**src/rtl/fifo_controller_if.sv**
```systemverilog
// Bundle between the FIFO controller, its upstream/downstream users and RAM_memory.
// slave = controller side, master = everything driving the controller.
interface fifo_controller_if #(
  parameter int MAIN_QUEUE_SIZE = 6,
  parameter int DATA_SIZE       = 2
);
  logic                       init;
  logic [DATA_SIZE:0]         umbral_af;
  logic [DATA_SIZE:0]         umbral_ae;
  logic                       push;
  logic [MAIN_QUEUE_SIZE-1:0] data_in;
  logic                       pop;
  logic [MAIN_QUEUE_SIZE-1:0] ram_data_out;
  logic                       ram_write;
  logic                       ram_read;
  logic [DATA_SIZE-1:0]       wr_ptr;
  logic [DATA_SIZE-1:0]       rd_ptr;
  logic [MAIN_QUEUE_SIZE-1:0] ram_data_in;
  logic [MAIN_QUEUE_SIZE-1:0] data_out;
  logic                       valid_out;
  logic [DATA_SIZE:0]         count;
  logic                       full;
  logic                       empty;
  logic                       almost_full;
  logic                       almost_empty;
  logic                       error;
  logic [2:0]                 state;

  modport slave (
    input  init, umbral_af, umbral_ae, push, data_in, pop, ram_data_out,
    output ram_write, ram_read, wr_ptr, rd_ptr, ram_data_in, data_out, valid_out,
           count, full, empty, almost_full, almost_empty, error, state
  );

  modport master (
    output init, umbral_af, umbral_ae, push, data_in, pop, ram_data_out,
    input  ram_write, ram_read, wr_ptr, rd_ptr, ram_data_in, data_out, valid_out,
           count, full, empty, almost_full, almost_empty, error, state
  );
endinterface

```
**src/rtl/fifo_controller.sv**
```systemverilog
// FIFO control around an external RAM: pointers, occupancy, threshold flags,
// threshold-load INIT phase and a sticky ERROR state on overflow/underflow.
module fifo_controller #(
  parameter int MAIN_QUEUE_SIZE = 6,
  parameter int DATA_SIZE       = 2
) (
  input  logic              clk,
  input  logic              reset,
  fifo_controller_if.slave  bus
);

  localparam int DEPTH = 2 ** DATA_SIZE;
  localparam logic [DATA_SIZE:0]   CNT_FULL = (DATA_SIZE+1)'(DEPTH);
  localparam logic [DATA_SIZE:0]   CNT_ONE  = (DATA_SIZE+1)'(1);
  localparam logic [DATA_SIZE-1:0] PTR_ONE  = DATA_SIZE'(1);

  typedef enum logic [2:0] {
    ST_RESET  = 3'd0,
    ST_INIT   = 3'd1,
    ST_IDLE   = 3'd2,
    ST_ACTIVE = 3'd3,
    ST_ERROR  = 3'd4
  } state_t;

  state_t               state_q, state_d;
  logic [DATA_SIZE-1:0] wr_ptr_q, rd_ptr_q;
  logic [DATA_SIZE:0]   count_q, count_d;
  logic [DATA_SIZE:0]   thr_af_q, thr_ae_q;
  logic                 valid_q, error_q;

  logic full, empty, op, push_ok, pop_ok, violation;

  assign full  = (count_q == CNT_FULL);
  assign empty = (count_q == '0);
  assign op    = (state_q == ST_IDLE) || (state_q == ST_ACTIVE);

  // Full/empty come from the registered count, so a simultaneous push+pop on a
  // full (or empty) FIFO accepts one side and flags the other as a violation.
  assign push_ok   = op && bus.push && !full;
  assign pop_ok    = op && bus.pop  && !empty;
  assign violation = op && ((bus.push && full) || (bus.pop && empty));

  always_comb begin
    count_d = count_q;
    case ({push_ok, pop_ok})
      2'b10:   count_d = count_q + CNT_ONE;
      2'b01:   count_d = count_q - CNT_ONE;
      default: count_d = count_q;
    endcase
  end

  always_comb begin
    state_d = state_q;
    case (state_q)
      ST_RESET: state_d = ST_INIT;
      ST_INIT:  if (!bus.init) state_d = ST_IDLE;
      ST_IDLE, ST_ACTIVE: begin
        if (violation)                                state_d = ST_ERROR;
        else if (bus.init)                            state_d = ST_INIT;
        else if (state_q == ST_IDLE && push_ok)       state_d = ST_ACTIVE;
        else if (state_q == ST_ACTIVE && count_d == '0) state_d = ST_IDLE;
      end
      ST_ERROR: state_d = ST_ERROR;
      default:  state_d = ST_RESET;
    endcase
  end

  always_ff @(posedge clk) begin
    if (reset) begin
      state_q  <= ST_RESET;
      wr_ptr_q <= '0;
      rd_ptr_q <= '0;
      count_q  <= '0;
      thr_af_q <= '0;
      thr_ae_q <= '0;
      valid_q  <= 1'b0;
      error_q  <= 1'b0;
    end else begin
      state_q <= state_d;
      count_q <= count_d;
      valid_q <= pop_ok;
      if (push_ok)   wr_ptr_q <= wr_ptr_q + PTR_ONE;
      if (pop_ok)    rd_ptr_q <= rd_ptr_q + PTR_ONE;
      if (violation) error_q  <= 1'b1;
      if (state_q == ST_INIT && bus.init) begin
        thr_af_q <= bus.umbral_af;
        thr_ae_q <= bus.umbral_ae;
      end
    end
  end

  assign bus.ram_write    = push_ok;
  assign bus.ram_read     = pop_ok;
  assign bus.wr_ptr       = wr_ptr_q;
  assign bus.rd_ptr       = rd_ptr_q;
  assign bus.ram_data_in  = bus.data_in;
  assign bus.data_out     = bus.ram_data_out;
  assign bus.valid_out    = valid_q;
  assign bus.count        = count_q;
  assign bus.full         = full;
  assign bus.empty        = empty;
  assign bus.almost_full  = (count_q >= thr_af_q);
  assign bus.almost_empty = (count_q <= thr_ae_q);
  assign bus.error        = error_q;
  assign bus.state        = state_q;

endmodule

```
**src/flat_wrapper.sv**
```systemverilog
// flat-port wrapper written by rule: the top's interface ports become plain ports
module fifo_controller_flat 
#(
  parameter int MAIN_QUEUE_SIZE = 6,
  parameter int DATA_SIZE       = 2
)
  (clk, reset, bus_init, bus_umbral_af, bus_umbral_ae, bus_push, bus_data_in, bus_pop, bus_ram_data_out, bus_ram_write, bus_ram_read, bus_wr_ptr, bus_rd_ptr, bus_ram_data_in, bus_data_out, bus_valid_out, bus_count, bus_full, bus_empty, bus_almost_full, bus_almost_empty, bus_error, bus_state);
  fifo_controller_if #(.MAIN_QUEUE_SIZE(MAIN_QUEUE_SIZE), .DATA_SIZE(DATA_SIZE)) bus_i ();
  input  logic clk;
  input  logic reset;
  input wire logic [$bits(bus_i.init)-1:0] bus_init;
  input wire logic [$bits(bus_i.umbral_af)-1:0] bus_umbral_af;
  input wire logic [$bits(bus_i.umbral_ae)-1:0] bus_umbral_ae;
  input wire logic [$bits(bus_i.push)-1:0] bus_push;
  input wire logic [$bits(bus_i.data_in)-1:0] bus_data_in;
  input wire logic [$bits(bus_i.pop)-1:0] bus_pop;
  input wire logic [$bits(bus_i.ram_data_out)-1:0] bus_ram_data_out;
  output wire logic [$bits(bus_i.ram_write)-1:0] bus_ram_write;
  output wire logic [$bits(bus_i.ram_read)-1:0] bus_ram_read;
  output wire logic [$bits(bus_i.wr_ptr)-1:0] bus_wr_ptr;
  output wire logic [$bits(bus_i.rd_ptr)-1:0] bus_rd_ptr;
  output wire logic [$bits(bus_i.ram_data_in)-1:0] bus_ram_data_in;
  output wire logic [$bits(bus_i.data_out)-1:0] bus_data_out;
  output wire logic [$bits(bus_i.valid_out)-1:0] bus_valid_out;
  output wire logic [$bits(bus_i.count)-1:0] bus_count;
  output wire logic [$bits(bus_i.full)-1:0] bus_full;
  output wire logic [$bits(bus_i.empty)-1:0] bus_empty;
  output wire logic [$bits(bus_i.almost_full)-1:0] bus_almost_full;
  output wire logic [$bits(bus_i.almost_empty)-1:0] bus_almost_empty;
  output wire logic [$bits(bus_i.error)-1:0] bus_error;
  output wire logic [$bits(bus_i.state)-1:0] bus_state;
  assign bus_i.init = bus_init;
  assign bus_i.umbral_af = bus_umbral_af;
  assign bus_i.umbral_ae = bus_umbral_ae;
  assign bus_i.push = bus_push;
  assign bus_i.data_in = bus_data_in;
  assign bus_i.pop = bus_pop;
  assign bus_i.ram_data_out = bus_ram_data_out;
  assign bus_ram_write = bus_i.ram_write;
  assign bus_ram_read = bus_i.ram_read;
  assign bus_wr_ptr = bus_i.wr_ptr;
  assign bus_rd_ptr = bus_i.rd_ptr;
  assign bus_ram_data_in = bus_i.ram_data_in;
  assign bus_data_out = bus_i.data_out;
  assign bus_valid_out = bus_i.valid_out;
  assign bus_count = bus_i.count;
  assign bus_full = bus_i.full;
  assign bus_empty = bus_i.empty;
  assign bus_almost_full = bus_i.almost_full;
  assign bus_almost_empty = bus_i.almost_empty;
  assign bus_error = bus_i.error;
  assign bus_state = bus_i.state;
  fifo_controller #(.MAIN_QUEUE_SIZE(MAIN_QUEUE_SIZE), .DATA_SIZE(DATA_SIZE)) u_core (.clk(clk), .reset(reset), .bus(bus_i));
endmodule
```
**config.mk**
```make
export PLATFORM = sky130hd
export DESIGN_NAME = fifo_controller_flat
export DESIGN_NICKNAME = d
export VERILOG_FILES = /design/src/rtl/fifo_controller_if.sv /design/src/rtl/fifo_controller.sv /design/src/flat_wrapper.sv
export SDC_FILE = /design/constraint.sdc
export NUM_CORES = 1
export LEC_CHECK = 0
export CAP_MARGIN = 0
export CORE_ASPECT_RATIO = 1.25
export CORE_MARGIN = 8
export CORE_UTILIZATION = 32
export DETAILED_ROUTE_END_ITERATION = 8
export PLACE_DENSITY = 0.66
export SLEW_MARGIN = 20
export SYNTH_ARGS = -nofsm -noshare
export SYNTH_HDL_FRONTEND = slang
export SYNTH_SLANG_ARGS = --single-unit
```
**constraint.sdc**
```tcl
create_clock -name clk -period 7.6 [get_ports clk]
set_input_delay 1.52 -clock clk [delete_from_list [all_inputs] [get_ports clk]]
set_output_delay 1.52 -clock clk [all_outputs]
set_load 0.02 [all_outputs]
```
Yosys cells after proc, flatten, opt, wreduce, memory -nomap -nowiden
Index checks and enable logic that the tools add are counted.

storage, ports and cells
  flip-flop bits (word level) = 18
  bits of input ports = 23
  output and inout port bits = 30
  word-level logic and storage cells = 49

operators by class
  add/subtract/negate cells = 4
  order comparisons = 2
  equal/unequal tests = 9
  muxes and demuxes = 7
  reductions and logical operators = 19

operators with widths
  operator                                                               number
  3-bit two-way mux                                                      5
  3-bit case mux with 4 select lines                                     1
  1-bit logical AND                                                      10
  3-bit logical NOT                                                      3
  3-bit by 2-bit equality test with 1-bit output, second input constant  2
  3-bit equality test, second input constant                             2
  3-bit case mux with 2 select lines                                     1
  5-bit by 2-bit != test with 1-bit output, second input constant        1
  2-bit by 1-bit adder with 2-bit output, second input constant          2
  3-bit by 1-bit adder with 3-bit output, second input constant          1
  3-bit by 1-bit equality test with 1-bit output, second input constant  1
  3-bit >= comparator                                                    1
  3-bit <= comparator                                                    1
  3-bit by 1-bit subtractor with 3-bit output, second input constant     1
  2-bit by 1-bit equality test with 1-bit output, second input constant  1
  2-bit equality test, second input constant                             1
  1-bit logical NOT                                                      2
  1-bit logical OR                                                       2
  2-bit != test, second input constant                                   1
  2-bit AND reduction                                                    1
  2-bit OR reduction                                                     1

Logic depth before layout (Yosys ltp)
  word-level depth = 13
  gate-level depth with buffers = 11
  mapped depth without buffers = 10

Worst setup path after synthesis
OpenSTA, ideal clock, no wires.

  path kind = in2reg
  start = input port bus_pop
  end = register u_core.state_q[0], in the netlist u_core.bus.state[0]
  setup time = 124 ps
  data arrival time = 3252 ps
  required time = 7476 ps
  setup slack = 4224 ps
  cell stages on the path = 8
  buffers on the path = 0
  cells stage by stage = and3_1 ha_1 inv_1 fa_1 xnor2_1 a211o_1 nor4b_2 nor3_1

on the way
  cells in the longest elaborated chain, start to end = 8
  elaborated cells between the ends (all ways) = 14
  those cells by class = eq/ne (3); mux (3); reduce/logical (8)

RTL lines
  item                                                                                          RTL line               RTL
  from (decl)                                                                                   flat_wrapper.sv:16     input wire logic [$bits(bus_i.pop)-1:0] bus_pop;
  1-bit logical AND (2 in series)                                                               fifo_controller.sv:40  assign pop_ok = op && bus.pop && !empty;
  2-bit by 1-bit equality test with 1-bit output / 2-bit equality test (equally long branches)  fifo_controller.sv:45  case ({push_ok, pop_ok})
  3-bit case mux with 2 select lines                                                            fifo_controller.sv:45
  3-bit logical NOT                                                                             fifo_controller.sv:61  else if (state_q == ST_ACTIVE && count_d == '0) state_d = ST_IDLE;
  1-bit logical AND                                                                             fifo_controller.sv:61
  5-bit by 2-bit != test with 1-bit output (no line)                                            --
  2-bit AND reduction (no line)                                                                 --
  to (signal assigned)                                                                          fifo_controller.sv:79  state_q <= state_d;
  to (decl)                                                                                     fifo_controller.sv:25  state_t state_q, state_d;

Several ways; a longest one is shown, not always the timed one.
A chain may end at the register's enable or synchronous reset.

Worst setup path in the final report
  start = input port bus_pop
  end = output port bus_ram_read

on the way
  cells in the longest elaborated chain, start to end = 2

RTL lines
  item                             RTL line               RTL
  1-bit logical AND (2 in series)  fifo_controller.sv:40
  to (decl)                        flat_wrapper.sv:19     output wire logic [$bits(bus_i.ram_read)-1:0] bus_ram_read;

No other way between the ends.

==> metrics.md <==
| Metric | Value |
|---|---|
| Status | `completed` |
| Final-report hold violation count | `0` |
| Die Ht | `80.5 µm` |
| Hold buffer count at CTS | `0` |
| Number of buffers and inverters on the critical path | `2` |
| Synth Area per Inst | `8.60 µm²` |
| Clock Latency Late Sink | `0.25 ns` |
| Clock Skews | `0.00286 ns` |
| Setup Fix Bufs, Post-CTS | `0` |
| Vias in the first global route | `852` |
| Met3 WL | `292 µm` |
| Yosys warnings | `0` |
| Worst setup EP type | `output pin` |
| Initial Util | `33.4%` |
| Family with the most delay on the worst path | `buffers and inverters` |
| Worst R2R Path Depth | `10` |
| Synth cell types | `38` |
| WHS Endpoint | `u_core.bus.error` |
| # nets final | `172` |
| HP Class | `flip-flop to flip-flop` |
| Commonest cells post-synth | `nor2_1, dfxtp_1, buf_4` |
| Sequential area share after synthesis | `33.8%` |
| Synth area leaders | `dfxtp_1, buf_4, ha_1` |
| Cell Pwr Density | `192 mW/mm²` |
| # diodes | `0` |
| Wl on met1 | `944 µm` |
| Worst Hold Launch | `u_core.bus.error` |
| TritonCTS clock tree | `yes` |
| Die Width | `67.6 µm` |
| First-pass GRT wire length | `3.86 mm` |
| Count leader, synth | `nor2_1` |
| DR WL met2 | `1.14 mm` |
| Worst R2R End | `u_core.bus.state[0]` |
| Highest metal used | `met4` |
| Drt pass-1 iters | `4` |
| Crit path launch type | `input port` |
| DRC | `0` |
| Min Tclk post-route | `4.44 ns` |
| CP max FO | `4` |
| Ys flop type | `dfxtp_1` |
| Post-DP HPWL | `1.95 mm` |
| Worst path most repeated cell | `clkdlybuf4s50_1` |
| Critical Path AT | `2.92 ns` |
| Post-CTS sizing | `0` |
| GP Congestion | `0.850` |
| CTS HTree Levels | `1` |
| Mapped cell area | `0.00107 mm²` |
| Post-Syn Nets | `155` |
| Initial antenna violation count | `0` |
| Final Max Tran Viols | `0` |
| Iteration-0 DRC Markers | `28` |
| Via count | `881` |
| Total power | `257 µW` |
| Final wirelength | `2.46 mm` |
| Ys async rst share | `0%` |
| Worst Tran Pin Value | `0.621 ns` |
| Std cell rows | `23` |
| Root buffer cell | `clkbuf_8` |
| PortBufs | `28` |
| Gr ovfl total | `0` |
| Total CTS buffers | `3` |
| Post-synth EDFFs | `0` |
| Setup TNS Final | `0 ns` |
| Pin count of the biggest net entering global routing | `18` |
| Normalized max-slew margin | `58.5%` |
| VDD IR max | `0.000105 V` |
| Top cell type's share of synthesized area | `33.8%` |
| Pleak | `0.000517 µW` |
| I/O Pins | `53` |
| Clk sinks | `18` |
| Final period utilization | `58.4%` |
| # setup viols final | `0` |
| Slowest cell delay on critical path | `0.64 ns` |
| Share of cells above drive strength 1 | `7.14%` |
| GRT Overall Usage | `9.43%` |
| CP required | `6.08 ns` |
| Crit path cell chain | `clkdlybuf4s50_1, and3_1, clkdlybuf4s50_1` |
| Yosys top cell by area | `dfxtp_1` |
| Number of synthesized register bits | `18` |
| Die area | `0.00545 mm²` |
| Clock Path Buffers | `2` |
| F_max | `0.225 GHz` |
| Hold path depth | `2` |
| DR vias/cell | `4.98` |
| Worst-path clk slew | `0.06 ns` |
| RSZ-0062 raised after global routing | `no` |
| Kind of critical path | `input port to output pin` |
| R2R Setup Slk | `4.74 ns` |
| Core area | `0.00319 mm²` |
| Cell with the largest stage delay on the worst path | `clkdlybuf4s50_1` |
| Cell count after synthesis | `124` |
| Max-cap viol count | `0` |
| Crit path from | `bus_pop` |
| Reg-to-reg startpoint | `u_core.bus.count[2]` |
| Routed Antenna Nets | `0` |
| Avg WL per Cell | `13.9 µm` |
| P&R area growth vs syn | `25.7%` |
-- power breakdown --
part           internal (µW)  leakage, µW  switching [µW]
registers                101     0.000146            6.39
clock network           46.0    0.0000288            31.6
logic                   37.1     0.000342            35.1
total                    184     0.000517            73.1
-- worst max path at each step --
stage	slack, ns	endpoint	cells after the start
2_1_floorplan	4.22	u_core.bus.state[0]	8
6_report	3.16	bus_ram_read	3
3_5_place_dp	3.16	bus_ram_read	3
5_1_grt	3.12	bus_ram_read	3
4_1_cts	3.17	bus_ram_read	3
3_3_place_gp	3.21	bus_ram_write	3
-- routing by layer --
layer / up-vias / GRT usage [%]
li1: 435 / -
met1: 400 / 9.27
met2: 38 / 15.1
met3: 8 / 3.34
met4: 0 / 8.39
met5: - / 0
-- state kept, by name (all words and copies together), names as in the netlist --
signal and count:
u_core.bus.count 3, u_core.bus.error 1, u_core.bus.rd_ptr 2, u_core.bus.state 3, u_core.bus.valid_out 1, u_core.bus.wr_ptr 2, u_core.thr_ae_q 3, u_core.thr_af_q 3
-- layout make-up --
type,count,area (µm²)
Inverter,11,41.3
Fill cell,330,1850
Sequential cell,18,360
Multi-Input combinational cell,79,557
Tap cell,37,46.3
Timing Repair Buffer,28,280
Clock buffer,4,55.1
-- worst reg2reg max path, stage by stage, from the launching register on --
cell and delay [ns]:
dfxtp_1 0.55, or3b_1 0.43, and3_1 0.24, inv_1 0.07
ha_1 0.21, inv_1 0.07, fa_1 0.41, xnor2_1 0.17
a211o_1 0.29, nor4b_2 0.21, nor3_1 0.08
-- cells by family (layout without fill, tap and decap cells) --
| kind of cell | Yosys count | in the layout | synth area share (%) |
|---|---|---|---|
| compound gates | 17 | 17 | 10.3 |
| xor+xnor | 7 | 7 | 5.75 |
| simple gates | 44 | 44 | 23.1 |
| mux | 3 | 3 | 2.93 |
| flops | 18 | 18 | 33.8 |
| buf+inv | 27 | 43 | 14.0 |
| fa+ha+maj | 8 | 8 | 10.1 |
-- cells in the final DEF, fill, tap and decap left out, types with 2 or more instances in the layout --
cell             synthesis  routed
clkdlybuf4s50_1          0      28
nor2_1                  19      19
dfxtp_1                 18      18
inv_1                   11      11
a21oi_1                  7       7
ha_1                     7       7
xnor2_1                  4       4
clkbuf_8                 0       4
nor2b_1                  3       3
xor2_1                   3       3
nand2_1                  3       3
or3b_1                   2       2
and3_1                   2       2
a21o_1                   2       2
nand3_1                  2       2
o21ai_0                  2       2
nor3_1                   2       2
mux2i_1                  2       2
-- stage by stage --
stage	worst slack, ns	instances	hold slack (ns)	util [%]	cell area (µm²)
2_1_floorplan	4.22	124	0.465	-	1070
3_3_place_gp	3.21	173	0.436	40.2	1280
3_5_place_dp	3.16	173	0.441	40.2	1280
4_1_cts	3.17	177	0.451	42.0	1340
5_1_grt	3.12	177	0.504	42.0	1340
6_report	3.16	177	0.448	42.0	1340
Note: power is estimated with default switching activity, not from simulation.
